==> config.mk <==
export PLATFORM = sky130hd
export DESIGN_NAME = operand_select_pipe_flat
export DESIGN_NICKNAME = d
export VERILOG_FILES = /design/src/rtl/operand_select_pkg.sv /design/src/rtl/operand_select_pipe_if.sv /design/src/rtl/operand_select_pipe_skid_buffer.sv /design/src/rtl/operand_select_pipe.sv /design/src/flat_wrapper.sv
export SDC_FILE = /design/constraint.sdc
export NUM_CORES = 1
export LEC_CHECK = 0
export ABC_AREA = 1
export BUFFER_PORTS_ARGS = -buffer_cell sky130_fd_sc_hd__buf_2
export CAP_MARGIN = 10
export CORE_ASPECT_RATIO = 1.2
export CORE_MARGIN = 3
export CORE_UTILIZATION = 35
export DETAILED_ROUTE_END_ITERATION = 16
export PLACE_DENSITY = 0.63
export RECOVER_POWER = 25
export SLEW_MARGIN = 10
export SYNTH_ARGS = -nofsm -noshare
export SYNTH_HDL_FRONTEND = slang
export SYNTH_HIERARCHICAL = 1
export SYNTH_SLANG_ARGS = --single-unit
==> constraint.sdc <==
create_clock -name clk -period 4.16 [get_ports clk]
set_clock_uncertainty 0.15 [all_clocks]
set_input_delay 0 -clock clk [delete_from_list [all_inputs] [get_ports clk]]
set_output_delay 0 -clock clk [all_outputs]
set_load 0.02 [all_outputs]
==> src/rtl/operand_select_pkg.sv <==
// Shared definitions for the operand selector: default sizes, a ceil-log2 helper
// and the beat record carried through the output pipeline.
package operand_select_pkg;

    localparam int unsigned DEF_WIDTH  = 64;
    localparam int unsigned DEF_NUM_IN = 2;

    // ceil(log2(v)), never below 1 so a select port always has at least one bit
    function automatic int unsigned clog2(input int unsigned v);
        int unsigned r;
        r = 0;
        for (int unsigned x = v - 1; x > 0; x = x >> 1) begin
            r = r + 1;
        end
        return (r == 0) ? 1 : r;
    endfunction

    typedef struct packed {
        logic [DEF_WIDTH-1:0] data;
        logic                 sel_err;
    } beat_t;

endpackage

==> src/rtl/operand_select_pipe_if.sv <==
// Handshake bundle between the operand producer, the selector and its consumer.
interface operand_select_pipe_if
    import operand_select_pkg::*;
#(
    parameter int unsigned WIDTH  = DEF_WIDTH,
    parameter int unsigned NUM_IN = DEF_NUM_IN
);
    localparam int unsigned SEL_W = clog2(NUM_IN);

    logic [NUM_IN*WIDTH-1:0] in_data;
    logic [SEL_W-1:0]        in_sel;
    logic                    in_valid;
    logic                    in_ready;
    logic [WIDTH-1:0]        out_data;
    logic                    out_sel_err;
    logic                    out_valid;
    logic                    out_ready;

    modport master (
        output in_data, in_sel, in_valid, out_ready,
        input  in_ready, out_data, out_sel_err, out_valid
    );

    modport slave (
        input  in_data, in_sel, in_valid, out_ready,
        output in_ready, out_data, out_sel_err, out_valid
    );

endinterface

==> src/rtl/operand_select_pipe_skid_buffer.sv <==
// Two-entry pipeline register: output stage O plus skid stage S.
// in_ready comes straight from a flop (!S.valid), so upstream never sees a
// combinational path from out_ready.
module skid_buffer #(
    parameter int unsigned W = 65
) (
    input  logic         clk,
    input  logic         reset,
    input  logic [W-1:0] in_payload,
    input  logic         in_valid,
    output logic         in_ready,
    output logic [W-1:0] out_payload,
    output logic         out_valid,
    input  logic         out_ready
);

    logic [W-1:0] o_data;
    logic         o_valid;
    logic [W-1:0] s_data;
    logic         s_valid;

    assign in_ready    = !s_valid;
    assign out_payload = o_data;
    assign out_valid   = o_valid;

    // O refills from S first, then from the input; S only catches a beat while O is held
    always_ff @(posedge clk or posedge reset) begin
        if (reset) begin
            o_data  <= '0;
            o_valid <= 1'b0;
            s_data  <= '0;
            s_valid <= 1'b0;
        end else if (!o_valid || out_ready) begin
            if (s_valid) begin
                o_data  <= s_data;
                o_valid <= 1'b1;
                s_valid <= 1'b0;
            end else if (in_valid) begin
                o_data  <= in_payload;
                o_valid <= 1'b1;
            end else begin
                o_valid <= 1'b0;
            end
        end else if (in_valid && !s_valid) begin
            s_data  <= in_payload;
            s_valid <= 1'b1;
        end
    end

endmodule

==> src/rtl/operand_select_pipe.sv <==
// N-way operand selector with registered, skid-buffered valid/ready output.
// Select codes at or above NUM_IN yield zero data with sel_err set.
module operand_select_pipe
    import operand_select_pkg::*;
#(
    parameter int unsigned WIDTH  = DEF_WIDTH,
    parameter int unsigned NUM_IN = DEF_NUM_IN
) (
    input logic                 clk,
    input logic                 reset,
    operand_select_pipe_if.slave bus
);

    localparam int unsigned SEL_W = clog2(NUM_IN);

    typedef struct packed {
        logic [WIDTH-1:0] data;
        logic             sel_err;
    } stage_beat_t;

    logic [WIDTH-1:0] src [NUM_IN];
    stage_beat_t      sel_beat;
    stage_beat_t      out_beat;

    for (genvar k = 0; k < NUM_IN; k++) begin : g_src
        assign src[k] = bus.in_data[k*WIDTH +: WIDTH];
    end

    // Pick the addressed source; anything unmatched falls through to the error beat
    always_comb begin
        sel_beat.data    = '0;
        sel_beat.sel_err = 1'b1;
        for (int unsigned k = 0; k < NUM_IN; k++) begin
            if (bus.in_sel == SEL_W'(k)) begin
                sel_beat.data    = src[k];
                sel_beat.sel_err = 1'b0;
            end
        end
    end

    skid_buffer #(
        .W (WIDTH + 1)
    ) u_skid (
        .clk         (clk),
        .reset       (reset),
        .in_payload  (sel_beat),
        .in_valid    (bus.in_valid),
        .in_ready    (bus.in_ready),
        .out_payload (out_beat),
        .out_valid   (bus.out_valid),
        .out_ready   (bus.out_ready)
    );

    assign bus.out_data    = out_beat.data;
    assign bus.out_sel_err = out_beat.sel_err;

endmodule
==> src/flat_wrapper.sv <==
// flat-port wrapper written by rule: the top's interface ports become plain ports
module operand_select_pipe_flat import operand_select_pkg::*;
#(
    parameter int unsigned WIDTH  = DEF_WIDTH,
    parameter int unsigned NUM_IN = DEF_NUM_IN
)
  (clk, reset, bus_in_data, bus_in_sel, bus_in_valid, bus_out_ready, bus_in_ready, bus_out_data, bus_out_sel_err, bus_out_valid);
  operand_select_pipe_if #(.WIDTH(WIDTH), .NUM_IN(NUM_IN)) bus_i ();
  input logic clk;
  input logic reset;
  input wire logic [$bits(bus_i.in_data)-1:0] bus_in_data;
  input wire logic [$bits(bus_i.in_sel)-1:0] bus_in_sel;
  input wire logic [$bits(bus_i.in_valid)-1:0] bus_in_valid;
  input wire logic [$bits(bus_i.out_ready)-1:0] bus_out_ready;
  output wire logic [$bits(bus_i.in_ready)-1:0] bus_in_ready;
  output wire logic [$bits(bus_i.out_data)-1:0] bus_out_data;
  output wire logic [$bits(bus_i.out_sel_err)-1:0] bus_out_sel_err;
  output wire logic [$bits(bus_i.out_valid)-1:0] bus_out_valid;
  assign bus_i.in_data = bus_in_data;
  assign bus_i.in_sel = bus_in_sel;
  assign bus_i.in_valid = bus_in_valid;
  assign bus_i.out_ready = bus_out_ready;
  assign bus_in_ready = bus_i.in_ready;
  assign bus_out_data = bus_i.out_data;
  assign bus_out_sel_err = bus_i.out_sel_err;
  assign bus_out_valid = bus_i.out_valid;
  operand_select_pipe #(.WIDTH(WIDTH), .NUM_IN(NUM_IN)) u_core (.clk(clk), .reset(reset), .bus(bus_i));
endmodule
==> metrics <==
Final HPWL DP=~12,000 µm; Cells after Synth=about 990; router iterations before antenna repair=5; max cap viols=1; Critical Path Stages=5; critical path's top delay family=simple AND/OR/NAND/NOR gates; CP cell instances=nor2_1, nor2_4, buf_4, nand2_1, nand2_1; unrepaired setup endpoints after global routing=false; I/O Buffers=about 200; final setup fails=0; post-synthesis cell area=between 6000 and 7000 µm²; Vias per Instance=about 4.5; H-tree depth=4; Initial Util=36.4%; Worst R2R End=u_core/u_skid/out_payload[63]; Top FF cell, synth=dfrtp_1; Worst-Skew Late Latency=about 420 ps; Hold Path Depth=2; Leakage=0.00544 µW; CP Launch Type=flip-flop; layout cells sized above 1=roughly 14%; Tot GR Track Use=between 15 and 20%; antenna viol nets, final=0; Post-Layout Cell Count=1,551; Synth area leaders=dfrtp_1 (49%), nand2_1 (40%), nand3_1 (4.8%); pwr dens=between 400 and 500 nW/µm²; Overflow after GRT=0; Worst Setup End Kind=flip-flop; CP max stage cell=dfrtp_2; worst slew pin tran=between 2000 and 2500 ps; post-synthesis sequential area ratio=between 40 and 50%; FF+latch count, synth=between 100 and 150; # DRC=0; WP data arrival=2770 ps; dominant cell type by area after synthesis=dfrtp_1; DR iter-0 viols=438; max incr delay on CP=about 900 ps; cts bufs inserted=17; Root Buffer=clkbuf_16; Synth top cells by count=nand2_1 (717), dfrtp_1 (132), nand3_1 (65), buf_2 (42), buf_4 (7); clock slew at the register clock pins of the worst setup and hold paths=roughly 50 ps; most frequent cell after synthesis=nand2_1; Hold Path Origin=u_core/u_skid/s_data[63]; Max IR drop VDD=between 0.2 and 0.3 mV; initial antenna violation count=0; number of post-CTS setup repair buffers=0; diode count=0; CTS Sinks=around 130; failing checks=capacitance limit, slew limit; I/O pin count=200; Tcrit/Tclk final=approximately three fifths; HP Class=reg2reg; most frequent CP cell=nand2_1; TNS Setup=0 ps; Synth-to-Final Area Change=43.2%; worst endpoint required time=around 4400 ps; largest net degree at the start of global routing=103; routed length per instance=between 10 and 15 µm; first-pass GRT wire length=between 30,000 and 40,000 µm; dpl ws=between 1500 and 2000 ps; CP max FO=40; reg-to-reg slack, setup=1600 ps; count of pins over their slew limit=approximately 100; die height=~160 µm; ys async rst share=between 90% and 100%; Post-synth EDFFs=0; core area=around 19,000 µm²; Crit Path Class=reg2reg; synth warn=6; Final Hold Fails=0; final setup margin=between 1500 and 2000 ps; average size of a mapped cell=slightly below 7 µm²; Detailed Route WL=~20,000 µm; Period minus WS final=between 2000 and 3000 ps; num rows=between 50 and 60; Slew HR=-47.1%; clk buf depth=2; Synth top area share=a little under 50%; CP bufs+invs=1; Reg2Reg Depth=5; number of global-route vias before repair=~7,000; outcome=finished with violations; FMAX=0.390 GHz; Yosys cell types=13; vias=between 7,000 and 8,000; Inst Count DP=1,388; WHS Endpoint=u_core/u_skid/s_data[63]; die width=approximately 130 µm; CTS tree=done; Final #Nets=1,420; gpl congestion=~0.74; full die area=21,000 µm²; worst reg2reg path startpoint=u_core/u_skid/s_valid
==> report_power, final <==
part           internal [µW]  leakage (µW)  switching, µW
Sequential              1540       0.00166            152
Combinational            377       0.00348            637
Clock                   1050      0.000299            549
Total                   2970       0.00544           1340
==> logic make-up (layout without fill, tap and decap cells) <==
group | Yosys count | in the layout | share of synthesized area, %
simple gates | 787 | 787 | 45.1
buf+inv | 68 | 378 | 5.85
other cells | 1 | 2 | 0.0556
flops | 132 | 132 | 49.0
==> through the flow <==
stage	util, %	area, µm²	hold WS (ps)	power [µW]
CTS	52.6	9740	226	4380
detailed placement	42.1	7790	135	2640
global placement	42.1	7790	133	2620
finish	52.1	9650	318	4310
floorplan	-	6740	-26.8	2310
global route	52.1	9650	344	4570
==> layout make-up <==
| cell class | instances | area, µm² |
|---|---|---|
| clock buffer | 23 | 478 |
| inverter | 6 | 26.3 |
| tap | 252 | 315 |
| multi-input combinational | 789 | 3070 |
| timing repair buffer | 341 | 2310 |
| sequential | 132 | 3300 |
| clock inverter | 8 | 149 |
| fill | 1836 | 8860 |
==> cell usage in the layout (no fill, tap or decap), types with 3 or more instances in the layout <==
master	instances
buf_4	10
clkbuf_1	70
dfrtp_1	131
clkinvlp_4	3
inv_2	3
bufinv_16	4
nand2_1	715
nor2_4	3
dlygate4sd3_1	132
nand3_1	65
clkbuf_16	17
buf_2	132
clkbuf_8	3
==> state kept, by name (all words and copies together), names as in the netlist <==
| signal | flops |
|---|---|
| u_core/u_skid/s_valid | 1 |
| u_core/u_skid/s_data | 65 |
| u_core/u_skid/out_valid | 1 |
| u_core/u_skid/out_payload | 65 |
==> worst max path at each step <==
stage,from,slack (ps),to
after floorplan,reset,480,u_core/u_skid/out_payload[0]
after detailed placement,u_core/u_skid/s_valid,1520,u_core/u_skid/out_payload[13]
after CTS,u_core/u_skid/s_valid,1510,u_core/u_skid/out_payload[13]
after global placement,u_core/u_skid/s_valid,1640,u_core/u_skid/out_payload[22]
after global routing,u_core/u_skid/s_valid,1390,u_core/u_skid/out_payload[62]
final,u_core/u_skid/s_valid,1600,u_core/u_skid/out_payload[63]
==> layer usage <==
| layer | global-route usage [%] | up-vias | share of wire (%) | wire length, µm |
|---|---|---|---|---|
| met5 | 0 | - | 0 | 0 |
| met4 | 5.59 | 0 | 1.2 | 250 |
| met3 | 4.35 | 20 | 4.6 | 931 |
| met2 | 35.1 | 171 | 50 | 10200 |
| met1 | 24.4 | 3239 | 44 | 8910 |
| li1 | - | 3585 | - | - |
==> worst min-delay path, stage by stage (launching register included) <==
cell	delay (ps)
dfrtp_1	340
nand2_1	50
nand2_1	50
==> timing repair <==
action	4_1_cts	5_1_grt
hold buffers	132	0
endpoints found under the hold margin	231	0
gates resized for setup	0	0
Power figures use the tool's default switching activity.
